## src/rtl/match_pkg.sv

```systemverilog
// Shared types and helpers for the multi-round match controller: state encoding, round winner
// codes, round-outcome decision and saturating counters.
package match_pkg;

  typedef enum logic [2:0] {
    StIdle      = 3'd0,
    StCountdown = 3'd1,
    StFight     = 3'd2,
    StRoundEnd  = 3'd3,
    StMatchP1   = 3'd4,
    StMatchP2   = 3'd5,
    StMatchDraw = 3'd6
  } state_t;

  typedef enum logic [1:0] {
    WinNone = 2'd0,
    WinP1   = 2'd1,
    WinP2   = 2'd2,
    WinDraw = 2'd3
  } winner_t;

  // Health values are zero-extended to this width before comparison.
  localparam int unsigned HealthCmpW = 16;
  localparam logic [3:0]  CountMax   = 4'd15;

  // Covers both KO (a zero health always loses to a non-zero one) and timeout decisions.
  function automatic winner_t round_outcome(input logic [HealthCmpW-1:0] p1,
                                            input logic [HealthCmpW-1:0] p2);
    if (p1 == p2) begin
      return WinDraw;
    end else if (p1 > p2) begin
      return WinP1;
    end else begin
      return WinP2;
    end
  endfunction

  function automatic logic [3:0] sat_inc(input logic [3:0] v);
    return (v == CountMax) ? v : v + 4'd1;
  endfunction

endpackage

```

## src/rtl/sec_ticker.sv

```systemverilog
// Game-second divider: emits a one-cycle tick every TICK_DIV enabled cycles. A synchronous clear
// restarts the count so the first second after a clear is always full length.
module sec_ticker #(
  parameter int unsigned TICK_DIV = 60
) (
  input  logic clk,
  input  logic reset,
  input  logic clear_i,
  input  logic en_i,
  output logic tick_o
);

  localparam int unsigned    CntW    = (TICK_DIV > 1) ? $clog2(TICK_DIV) : 1;
  localparam logic [CntW-1:0] CntLast = CntW'(TICK_DIV - 1);
  localparam logic [CntW-1:0] CntOne  = CntW'(1);

  logic [CntW-1:0] cnt_q, cnt_d;

  always_comb begin
    cnt_d = cnt_q;
    if (clear_i) begin
      cnt_d = '0;
    end else if (en_i) begin
      cnt_d = (cnt_q == CntLast) ? '0 : cnt_q + CntOne;
    end
  end

  // Independent of clear_i: the clear is derived from transitions that this tick triggers.
  assign tick_o = en_i && (cnt_q == CntLast);

  always_ff @(posedge clk) begin
    if (reset) begin
      cnt_q <= '0;
    end else begin
      cnt_q <= cnt_d;
    end
  end

endmodule

```

## src/rtl/match_controller.sv

```systemverilog
// Best-of-N fight match controller: countdown, timed fight, round scoring, match result.
// Optional pause feature enabled by defining GAME_PAUSE_EN.
module match_controller
  import match_pkg::*;
#(
  parameter int unsigned TICK_DIV      = 60,
  parameter int unsigned COUNTDOWN_S   = 3,
  parameter int unsigned ROUND_TIME_S  = 99,
  parameter int unsigned ROUND_END_S   = 2,
  parameter int unsigned ROUNDS_TO_WIN = 2,
  parameter int unsigned HEALTH_W      = 3,
  parameter int unsigned TIMER_W       = 7
) (
  input  logic                clk,
  input  logic                reset,
  input  logic                start,
  input  logic                pause,
  input  logic [HEALTH_W-1:0] p1_health,
  input  logic [HEALTH_W-1:0] p2_health,
  output logic [2:0]          game_state,
  output logic [TIMER_W-1:0]  timer,
  output logic [3:0]          round_num,
  output logic [3:0]          p1_rounds,
  output logic [3:0]          p2_rounds,
  output logic [1:0]          round_winner,
  output logic                paused
);

  localparam logic [TIMER_W-1:0] TimerOne      = TIMER_W'(1);
  localparam logic [TIMER_W-1:0] CountdownLoad = TIMER_W'(COUNTDOWN_S);
  localparam logic [TIMER_W-1:0] FightLoad     = TIMER_W'(ROUND_TIME_S);
  localparam logic [TIMER_W-1:0] RoundEndLoad  = TIMER_W'(ROUND_END_S);
  localparam logic [3:0]         WinTarget     = 4'(ROUNDS_TO_WIN);

  state_t               state_q, state_d;
  logic [TIMER_W-1:0]   timer_q, timer_d;
  logic [3:0]           round_num_q, round_num_d;
  logic [3:0]           p1_rounds_q, p1_rounds_d;
  logic [3:0]           p2_rounds_q, p2_rounds_d;
  winner_t              round_winner_q, round_winner_d;
  logic                 start_q, start_d;
  logic                 start_armed_q, start_armed_d;
  logic                 paused_q;

  logic    tick;
  logic    start_edge;
  logic    expire;
  logic    ko;
  winner_t outcome;

  // Armed only once start has been seen low, so a key held through reset is not a press.
  assign start_d       = start;
  assign start_armed_d = start_armed_q | ~start;
  assign start_edge    = start & ~start_q & start_armed_q;

  sec_ticker #(
    .TICK_DIV(TICK_DIV)
  ) u_sec_ticker (
    .clk    (clk),
    .reset  (reset),
    .clear_i(state_d != state_q),
    .en_i   (~paused_q),
    .tick_o (tick)
  );

  // Next-state logic.
  always_comb begin
    state_d        = state_q;
    timer_d        = timer_q;
    round_num_d    = round_num_q;
    p1_rounds_d    = p1_rounds_q;
    p2_rounds_d    = p2_rounds_q;
    round_winner_d = round_winner_q;

    outcome = round_outcome(HealthCmpW'(p1_health), HealthCmpW'(p2_health));
    ko      = (p1_health == '0) || (p2_health == '0);
    expire  = tick && (timer_q == TimerOne);

    case (state_q)
      StIdle: begin
        timer_d = '0;
        if (start_edge) begin
          state_d        = StCountdown;
          timer_d        = CountdownLoad;
          round_num_d    = 4'd1;
          p1_rounds_d    = '0;
          p2_rounds_d    = '0;
          round_winner_d = WinNone;
        end
      end
      StCountdown: begin
        if (expire) begin
          state_d = StFight;
          timer_d = FightLoad;
        end else if (tick) begin
          timer_d = timer_q - TimerOne;
        end
      end
      StFight: begin
        // KO and timeout share one decision; a KO simply does not wait for the tick.
        if (!paused_q && (ko || expire)) begin
          state_d        = StRoundEnd;
          timer_d        = RoundEndLoad;
          round_winner_d = outcome;
          if (outcome != WinP2) p1_rounds_d = sat_inc(p1_rounds_q);
          if (outcome != WinP1) p2_rounds_d = sat_inc(p2_rounds_q);
        end else if (tick) begin
          timer_d = timer_q - TimerOne;
        end
      end
      StRoundEnd: begin
        if (expire) begin
          timer_d = '0;
          if ((p1_rounds_q >= WinTarget) && (p2_rounds_q >= WinTarget)) begin
            state_d = StMatchDraw;
          end else if (p1_rounds_q >= WinTarget) begin
            state_d = StMatchP1;
          end else if (p2_rounds_q >= WinTarget) begin
            state_d = StMatchP2;
          end else begin
            state_d        = StCountdown;
            timer_d        = CountdownLoad;
            round_num_d    = sat_inc(round_num_q);
            round_winner_d = WinNone;
          end
        end else if (tick) begin
          timer_d = timer_q - TimerOne;
        end
      end
      StMatchP1, StMatchP2, StMatchDraw: begin
        timer_d = '0;
        if (start_edge) begin
          state_d = StIdle;
        end
      end
      default: begin
        state_d = StIdle;
        timer_d = '0;
      end
    endcase
  end

`ifdef GAME_PAUSE_EN
  logic pause_q, pause_d;
  logic paused_d;

  assign pause_d = pause;

  always_comb begin
    paused_d = paused_q;
    if ((state_q == StCountdown || state_q == StFight) && pause && !pause_q) begin
      paused_d = ~paused_q;
    end
    if (state_d != state_q) begin
      paused_d = 1'b0;
    end
  end

  always_ff @(posedge clk) begin
    if (reset) begin
      pause_q  <= 1'b0;
      paused_q <= 1'b0;
    end else begin
      pause_q  <= pause_d;
      paused_q <= paused_d;
    end
  end
`else
  logic unused_pause;
  assign unused_pause = pause;
  assign paused_q     = 1'b0;
`endif

  // State register.
  always_ff @(posedge clk) begin
    if (reset) begin
      state_q        <= StIdle;
      timer_q        <= '0;
      round_num_q    <= '0;
      p1_rounds_q    <= '0;
      p2_rounds_q    <= '0;
      round_winner_q <= WinNone;
      start_q        <= 1'b0;
      start_armed_q  <= ~start;
    end else begin
      state_q        <= state_d;
      timer_q        <= timer_d;
      round_num_q    <= round_num_d;
      p1_rounds_q    <= p1_rounds_d;
      p2_rounds_q    <= p2_rounds_d;
      round_winner_q <= round_winner_d;
      start_q        <= start_d;
      start_armed_q  <= start_armed_d;
    end
  end

  // Outputs come straight from registers.
  always_comb begin
    game_state   = state_q;
    timer        = timer_q;
    round_num    = round_num_q;
    p1_rounds    = p1_rounds_q;
    p2_rounds    = p2_rounds_q;
    round_winner = round_winner_q;
    paused       = paused_q;
  end

endmodule

```

## config.mk

```make
export PLATFORM = sky130hd
export DESIGN_NAME = match_controller
export DESIGN_NICKNAME = d
export VERILOG_FILES = /design/src/rtl/match_pkg.sv /design/src/rtl/sec_ticker.sv /design/src/rtl/match_controller.sv
export SDC_FILE = /design/constraint.sdc
export NUM_CORES = 1
export LEC_CHECK = 0
export BUFFER_PORTS_ARGS = -buffer_cell sky130_fd_sc_hd__buf_2
export CAP_MARGIN = 40
export CORE_MARGIN = 8
export CORE_UTILIZATION = 25
export CTS_CLUSTER_DIAMETER = 100
export DETAILED_ROUTE_END_ITERATION = 8
export PLACE_DENSITY = 0.44
export SETUP_SLACK_MARGIN = 0.15
export SYNTH_ARGS = -nofsm -noshare
export SYNTH_HDL_FRONTEND = slang
export SYNTH_SLANG_ARGS = --single-unit
export TNS_END_PERCENT = 30
```

## constraint.sdc

```tcl
create_clock -name clk -period 5.68 [get_ports clk]
set_input_delay 1.42 -clock clk [delete_from_list [all_inputs] [get_ports clk]]
set_output_delay 1.42 -clock clk [all_outputs]
set_load 0.01 [all_outputs]
```

* Word level (Yosys, flattened, before mapping)
Index checks and enable logic that the tools add are counted.
** Cells by class
- Add/subtract/negate cells :: 5
- $lt $le $gt $ge :: 3
- Equal/unequal tests :: 26
- Multiplexer cells :: 44
- Bitwise logic cells :: 5
- Reductions and logical operators :: 16
** Operator list (number)
- 2-to-1 mux 4 bit :: 13
- 2-to-1 mux 7 bit :: 4
- case mux 7 bit (4 select lines) :: 1
- 2-to-1 mux 2 bit :: 12
- 2-to-1 mux 3 bit :: 8
- inequality test 2 bit (second input constant) :: 12
- case mux 4 bit (2 select lines) :: 3
- case mux 3 bit (5 select lines) :: 1
- AND reduction 7 bit :: 2
- adder 4 x 1 -> 4 bit (second input constant) :: 3
- == test 4 bit (second input constant) :: 3
- AND reduction 5 bit :: 2
- == test 3 bit (second input constant) :: 3
- logical NOT 3 bit :: 3
- >= comparator 4 x 2 -> 1 bit (second input constant) :: 2
- == test 7 x 1 -> 1 bit (second input constant) :: 1
- subtractor 7 x 1 -> 7 bit (second input constant) :: 1
- adder 6 x 1 -> 6 bit (second input constant) :: 1
- == test 3 x 2 -> 1 bit (second input constant) :: 2
- == test 6 bit (second input constant) :: 1
- case mux 2 bit (3 select lines) :: 1
- OR reduction 3 bit :: 2
- nonzero test 2 bit :: 2
- == test 3 x 1 -> 1 bit (second input constant) :: 1
- other kinds (11) :: 15
** Storage, ports and cells
- Register bits :: 32
- Bits of input ports :: 10
- Word-level logic and storage cells :: 108

* Longest topological paths before layout
Gate-level depths: netlist (run 1).
- Depth in word-level cells :: 8
- Depth in mapped cells :: 8
- Depth with buffers taken out :: 7

* Hierarchy
Synthesis (run 1) repeated with hierarchy kept, for this count alone.
** Second synthesis, totals
- Cell total of the unflattened synthesis :: 237
- Area, all modules :: 1986.9 µm²
** Modules (own cells, without submodules)
- match_controller :: times used 1, cells an instance 208, area each 1706.6 µm²
- sec_ticker :: times used 1, cells an instance 29, area each 280.3 µm²

* Least setup slack after synthesis (run 1)
Ideal clock, no wire load.
- Path kind :: input port to flip-flop
- Start point :: input port p2_health[2]
- End point :: register p2_rounds_q[3] (netlist: p2_rounds[3])
- Arrival :: 2.807 ns
- Data required time :: 5.610 ns
- Setup slack :: 2.802 ns
- Stages :: 7
- Path buffers :: 0
- Cell sequence :: inv_1 > ha_1 > a21oi_1 > a32oi_1 > o21a_1 > or4_1 > a21oi_1
** Between the ends
- Longest elaborated chain between the ends :: 6
** Ends and longest elaborated chain
- start: declaration :: RTL line match_controller.sv:19 : input logic [HEALTH_W-1:0] p2_health,
- greater-than comparator 3 bit :: RTL line match_pkg.sv:31 : end else if (p1 > p2) begin
- 2-to-1 mux 2 bit :: RTL line match_pkg.sv:31
- 2-to-1 mux 2 bit :: RTL line match_pkg.sv:29 : if (p1 == p2) begin
- inequality test 2 x 1 -> 1 bit :: RTL line match_controller.sv:106 : if (outcome != WinP1) p2_rounds_d = sat_inc(p2_rounds_q);
- inequality test 2 bit (no source line)
- AND reduction 5 bit (no source line) *
- end signal: assignment :: RTL line match_controller.sv:190 : p2_rounds_q <= p2_rounds_d;
- end: declaration :: RTL line match_controller.sv:39 : logic [3:0] p2_rounds_q, p2_rounds_d;
Mark *: on every way between the ends. The rest lies on a longest branch, timed or not.
A chain may end at the register's enable or synchronous reset.

* Worst setup path in the final report (run 1)
- Start point :: input port start
- End point :: register p2_rounds_q[2] (netlist: p2_rounds[2])
** Between the ends
- Longest elaborated chain between the ends :: 4
** Ends and longest elaborated chain
- start: declaration :: RTL line match_controller.sv:16 : input logic start,
- bitwise AND 1 bit (2 in a row) :: RTL line match_controller.sv:54 : assign start_edge = start & ~start_q & start_armed_q;
- inequality test 2 bit (no source line)
- AND reduction 5 bit (no source line)
No other way between the ends.

==> run_results.csv, run 1 <==
group,metric,value,unit
clock_tree,ctsResizeCount,0,
placed_design,port_buffers,32,
routing,wire_per_inst,14.4,µm
timing,setup_tns,0,ns
timing,finClkSkew,0.00699,ns
placed_design,dpl.hpwl,3.99,mm
clock_tree,cts.sinks,32,
worst_setup_path,r2r_start,"timer[2]",
yosys,syn_inst,238,
final_layout,nFillCells,872,
yosys,synth_compound_area_frac,0.199,
pwr,p_per_area,210,mW/mm²
floorplan,core_area,0.00761,mm²
pwr,peakVddDrop,83.4,µV
worst_setup_path,path_class,"in -> reg",
global_route,grt_overflow,0,
pwr,p_leak,0.905,nW
worst_setup_path,worstPathRequired,5.86,ns
yosys,async_flop_share,0,
final_layout,stdcell_area,0.00227,mm²
global_route,grt_max_degree,17,
yosys,syn_area_per_cell,8.16,µm²
routing,dr.pass1.iters,5,
clock_tree,cts-htree-levels,2,
yosys,yosys.area_share.simple,0.291,
clock_tree,tritoncts,"yes",
final_layout,drive_gt1_frac,0.190,
yosys,synth_top_area_share,0.330,
worst_setup_path,r2r_end,"p2_rounds[3]",
placed_design,place_inst,363,
clock_tree,worstSkewPairLatency,0.28,ns
clock_tree,clkTransAtPathRegs,0.07,ns
worst_hold_path,hold_depth,1,
global_route,antenna_found_initial,0,
run,cap_violations,0,
yosys,synthFlopType,"dfxtp_1",
clock_tree,cts_setup_buffers,0,
worst_setup_path,critPathBufInv,1,
placed_design,place.gp.congestion,0.757,
floorplan,die_h,104,µm
worst_setup_path,path_cells,"buf_2, and3b_1, and3_1, o31ai_2, nor2_1, a31o_2",
final_layout,final_nets,289,
timing,clock.fmax,339,MHz
floorplan,io_pins,35,
timing,worst_slew_pin_slew,0.834,ns
global_route,grt_pass1_vias,1869,
worst_setup_path,cpMaxStageDelayCell,"o31ai_2",
yosys,synth_seq_area_share,0.330,
yosys,synth-edff-count,0,
placed_design,placed_cell_area,0.00218,mm²
worst_setup_path,r2r_slack,3.13,ns
yosys,synth_mux_area_frac,0.00515,
worst_setup_path,cp_num_cells,6,
clock_tree,cts-root-buf,"clkbuf_8",
routing,drt-initial-drc-count,71,
final_layout,finalCoreUtilization,0.298,
worst_setup_path,end_kind,"flip-flop",
yosys,synth_top_cells_by_area,"dfxtp_1 33%, ha_1 7.1%, a21oi_1 4.6%",
routing,vias,1860,
yosys,synth_area,0.00194,mm²
worst_setup_path,crit_start,"start",
clock_tree,ctsHoldBuffers,0,
final_layout,area_growth,16.9,%
worst_setup_path,crit_family,"compound AO/OA/AOI/OAI gates",
global_route,grt_pass1_wl,9.10,mm
floorplan,rows,32,
worst_setup_path,cp-start-kind,"primary input",
final_layout,instances_no_fill,371,
timing,setup_viol,0,
worst_setup_path,critPathMaxStageDelay,0.72,ns
routing,avgViaCountPerCell,5.01,
global_route,grt.total_usage,0.100,
run_status,status,"completed",
yosys,synthesis.nets,259,
timing,maxSlewHeadroom,0.440,
yosys,synth_fa_ha_area_frac,0.0709,
final_layout,diodes,0,
timing,drv_slew,0,
yosys,yosysUniqueCellTypes,51,
timing,finalHoldViolCount,0,
routing,drcViolationCount,0,
clock_tree,clk_path_buf_depth,2,
worst_setup_path,crit_end,"p2_rounds[2]",
routing,ant_nets,0,
worst_setup_path,cp_data_arrival_time,3.13,ns
yosys,synth_common_cells,"32 x dfxtp_1, 22 x nor2_1, 18 x a21oi_1",
timing,fin_crit_sh,0.520,
yosys,yosysWarnings,0,
yosys,synth_most_common_cell,"dfxtp_1",
timing,fin_crit,2.95,ns
yosys,synth_area_leader_cell,"dfxtp_1",
yosys,ys_seq_elements,32,
routing,finalWirelength,5.34,mm
worst_setup_path,reg2regPathDepth,5,
yosys,synth_top_family_by_area,"simple AND/OR/NAND/NOR gates",
yosys,synth_xor_area_frac,0.0496,
placed_design,place_ws,2.45,ns
timing,rsz0062_at_grt,"false",
floorplan,start_util,0.255,
floorplan,dieArea,0.0108,mm²
floorplan,die_x,104,µm
clock_tree,cts_inserted_buffers,5,
worst_setup_path,crit_fanout,12,
timing,finalWorstSetupSlack,2.73,ns
worst_hold_path,hold_path_class,"reg -> reg",
cells in the final DEF, fill, tap and decap left out, types with 3 or more instances in the layout:
cell | netlist | routed
nor2b_1 | 3 | 3
nand3_1 | 14 | 14
a21oi_1 | 18 | 18
nand4_1 | 5 | 5
or4_1 | 5 | 5
or3_1 | 3 | 3
nand3b_1 | 3 | 3
buf_2 | 1 | 32
dfxtp_1 | 32 | 32
clkbuf_8 | 0 | 6
o21a_1 | 3 | 3
o211ai_1 | 4 | 4
nor2_1 | 22 | 22
inv_1 | 14 | 14
xnor2_1 | 5 | 5
xor2_1 | 6 | 6
ha_1 | 11 | 11
nand2_1 | 15 | 15
a31oi_1 | 4 | 4
nor3_1 | 8 | 8
o31ai_1 | 3 | 3
o21ai_0 | 12 | 12
and3_1 | 4 | 4
routing by layer:
layer / global-route usage / routed length [µm]
met1: 0.121 / 2510
met2: 0.167 / 2550
met3: 0.0297 / 237
met4: 0.0279 / 38
met5: 0 / 0
through the flow:
step                hold WS (ns)  power (mW)
floorplan                  0.418       0.283
global placement           0.435       0.300
detailed placement         0.445       0.300
CTS                        0.455       0.486
global route               0.470       0.501
finish                     0.452       0.477
worst reg2reg max path, delay by kind of cell, from the launching register on:
kind / cells / cell delay [ns]
flip-flops: 1 / 0.35
AO/OA/AOI/OAI: 2 / 0.46
AND/OR/NAND/NOR: 3 / 1.67
kinds of logic after synthesis:
kind of cell / count (synthesis)
AOI/OAI and AO/OA: 60
xor gates and xnor gates: 11
adders and majority gates: 11
buffers and inverters: 23
DFF: 32
muxes: 1
other: 1
and+or+nand+nor: 99
registers in the layout (all words and copies together), names as in the netlist:
signal / cells
round_winner: 2
timer: 7
game_state: 3
start_q: 1
round_num: 4
u_sec_ticker.cnt_q: 6
start_armed_q: 1
p1_rounds: 4
p2_rounds: 4
how the worst min path moves through the flow:
stage | start | end | slack, ns
after floorplan | u_sec_ticker.cnt_q[0] | u_sec_ticker.cnt_q[0] | 0.42
after global placement | u_sec_ticker.cnt_q[0] | u_sec_ticker.cnt_q[0] | 0.44
after detailed placement | u_sec_ticker.cnt_q[0] | u_sec_ticker.cnt_q[0] | 0.44
after CTS | u_sec_ticker.cnt_q[0] | u_sec_ticker.cnt_q[0] | 0.45
after global routing | u_sec_ticker.cnt_q[0] | u_sec_ticker.cnt_q[0] | 0.47
final | u_sec_ticker.cnt_q[0] | u_sec_ticker.cnt_q[0] | 0.45
area by class of cell:
class	instances	area [µm²]	area share
clock buffers	8	90.1	0.0397
inverters	14	52.6	0.0232
multi-input cells	183	1200	0.528
well taps	102	128	0.0562
repair buffers	32	160	0.0706
flip-flops and latches	32	641	0.282
power by group:
| group | switching, mW | internal (mW) |
|---|---|---|
| Clock | 0.0834 | 0.0988 |
| Sequential | 0.00770 | 0.230 |
| Combinational | 0.0356 | 0.0212 |
No activity file was read; power rests on OpenSTA's default activity.
==> inputs of run 2 (changes only) <==
--- a/config.mk
+++ b/config.mk
@@ -11,7 +11,7 @@
 export CORE_UTILIZATION = 25
 export CTS_CLUSTER_DIAMETER = 100
 export DETAILED_ROUTE_END_ITERATION = 8
-export PLACE_DENSITY = 0.44
+export PLACE_DENSITY = 0.46
 export SETUP_SLACK_MARGIN = 0.15
 export SYNTH_ARGS = -nofsm -noshare
 export SYNTH_HDL_FRONTEND = slang
==> constraint.sdc (replaced) <==
create_clock -name clk -period 2.7 [get_ports clk]
set_input_delay 0.675 -clock clk [delete_from_list [all_inputs] [get_ports clk]]
set_output_delay 0.675 -clock clk [all_outputs]
set_load 0.01 [all_outputs]
==> run_results.csv, run 2 (same netlist as run 1, synthesis figures left out) <==
group,metric,value,unit
timing,clock.fmax,424,MHz
worst_setup_path,end_kind,"flip-flop",
clock_tree,ctsHoldBuffers,0,
timing,setup_viol,0,
global_route,grt_overflow,0,
run,cap_violations,0,
routing,finalWirelength,5.31,mm
pwr,p_leak,0.931,nW
final_layout,area_growth,18.8,%
floorplan,die_h,104,µm
placed_design,place_ws,0.296,ns
clock_tree,worstSkewPairLatency,0.28,ns
floorplan,core_area,0.00761,mm²
floorplan,rows,32,
routing,dr.pass1.iters,4,
timing,rsz0062_at_grt,"false",
final_layout,finalCoreUtilization,0.303,
placed_design,place.gp.congestion,0.826,
clock_tree,cts-root-buf,"clkbuf_8",
clock_tree,cts-htree-levels,2,
final_layout,final_cell_mix,"32 x dfxtp_1, 32 x buf_2, 22 x nor2_1",
global_route,grt_pass1_vias,1883,
final_layout,final_nets,294,
final_layout,drive_gt1_frac,0.204,
floorplan,io_pins,35,
global_route,grt.total_usage,0.100,
pwr,peakVddDrop,162,µV
routing,vias,1859,
worst_setup_path,critPathBufInv,0,
worst_setup_path,cpMaxStageDelayCell,"or4_2",
worst_hold_path,hold_path_class,"reg -> reg",
worst_setup_path,cp-start-kind,"flip-flop",
placed_design,place_inst,368,
routing,ant_nets,0,
placed_design,placed_cell_area,0.00222,mm²
placed_design,port_buffers,32,
clock_tree,cts.sinks,32,
clock_tree,ctsResizeCount,0,
timing,fin_crit_sh,0.873,
timing,holdWs,0.452,ns
clock_tree,cts_setup_buffers,0,
clock_tree,clkTransAtPathRegs,0.07,ns
worst_setup_path,path_cells,"or4_4, or4_2, nor4_4, xnor2_1, nor2_1",
clock_tree,cts_inserted_buffers,5,
clock_tree,tritoncts,"yes",
timing,drv_slew,0,
routing,drt-initial-drc-count,71,
routing,wire_per_inst,14.1,µm
worst_setup_path,worstPathRequired,2.87,ns
routing,drcViolationCount,0,
timing,setup_tns,0,ns
run_status,status,"completed",
worst_setup_path,cp_data_arrival_time,2.53,ns
floorplan,start_util,0.255,
pwr,p_total,1.01,mW
worst_setup_path,crit_fanout,7,
pwr,p_per_area,438,mW/mm²
floorplan,die_x,104,µm
timing,finalHoldViolCount,0,
worst_setup_path,crit_family,"simple AND/OR/NAND/NOR gates",
global_route,grt_max_degree,16,
placed_design,dpl.hpwl,3.99,mm
worst_setup_path,path_class,"reg -> reg",
final_layout,diodes,0,
timing,fin_crit,2.36,ns
final_layout,stdcell_area,0.00231,mm²
worst_setup_path,critPathMaxStageDelay,0.79,ns
global_route,antenna_found_initial,0,
routing,avgViaCountPerCell,4.94,
timing,finalWorstSetupSlack,0.344,ns
final_layout,largest_reg_flops,7,
timing,finClkSkew,0.00606,ns
floorplan,dieArea,0.0108,mm²
final_layout,instances_no_fill,376,
global_route,grt_pass1_wl,9.07,mm
clock_tree,clk_path_buf_depth,2,
## run 2: cell count changes in the layout (fill, tap and decap cells not counted)
| cell | change |
|---|---|
| buf_4 | +5 |
## run 2: cell type report
class / count / area, µm²
fill: 845 / 5300
clock buffer: 8 / 90.1
tap: 102 / 128
inverter: 14 / 52.6
sequential: 32 / 641
timing repair buffer: 37 / 198
multi-input combinational: 183 / 1200
## run 2: layer usage
metal  up-vias  share of wire  GRT usage
met5         -              0          0
met4         0         0.0070     0.0300
met3         4          0.028     0.0260
met2        23           0.48      0.166
met1       889           0.48      0.124
li1        943              -          -
## run 2: worst reg2reg max path, delay by kind of cell (launching register included)
kind / cells / cell delay [ns]
XOR/XNOR: 1 / 0.15
AND/OR/NAND/NOR: 4 / 1.76
flip-flops: 1 / 0.35
## run 2: report_power, final
part	internal (mW)	switching, mW	total, mW
logic	0.0475	0.0797	0.127
registers	0.484	0.0118	0.496
clock network	0.208	0.179	0.387
## run 2: worst paths after layout
kind              slack, ns               endpoint  cells after the start                   from
hold reg to reg        0.45  u_sec_ticker.cnt_q[0]                      1  u_sec_ticker.cnt_q[0]
setup reg to reg       0.34           round_num[3]                      5               timer[2]
setup / recovery       0.34           round_num[3]                      5               timer[2]
hold / removal         0.45  u_sec_ticker.cnt_q[0]                      1  u_sec_ticker.cnt_q[0]
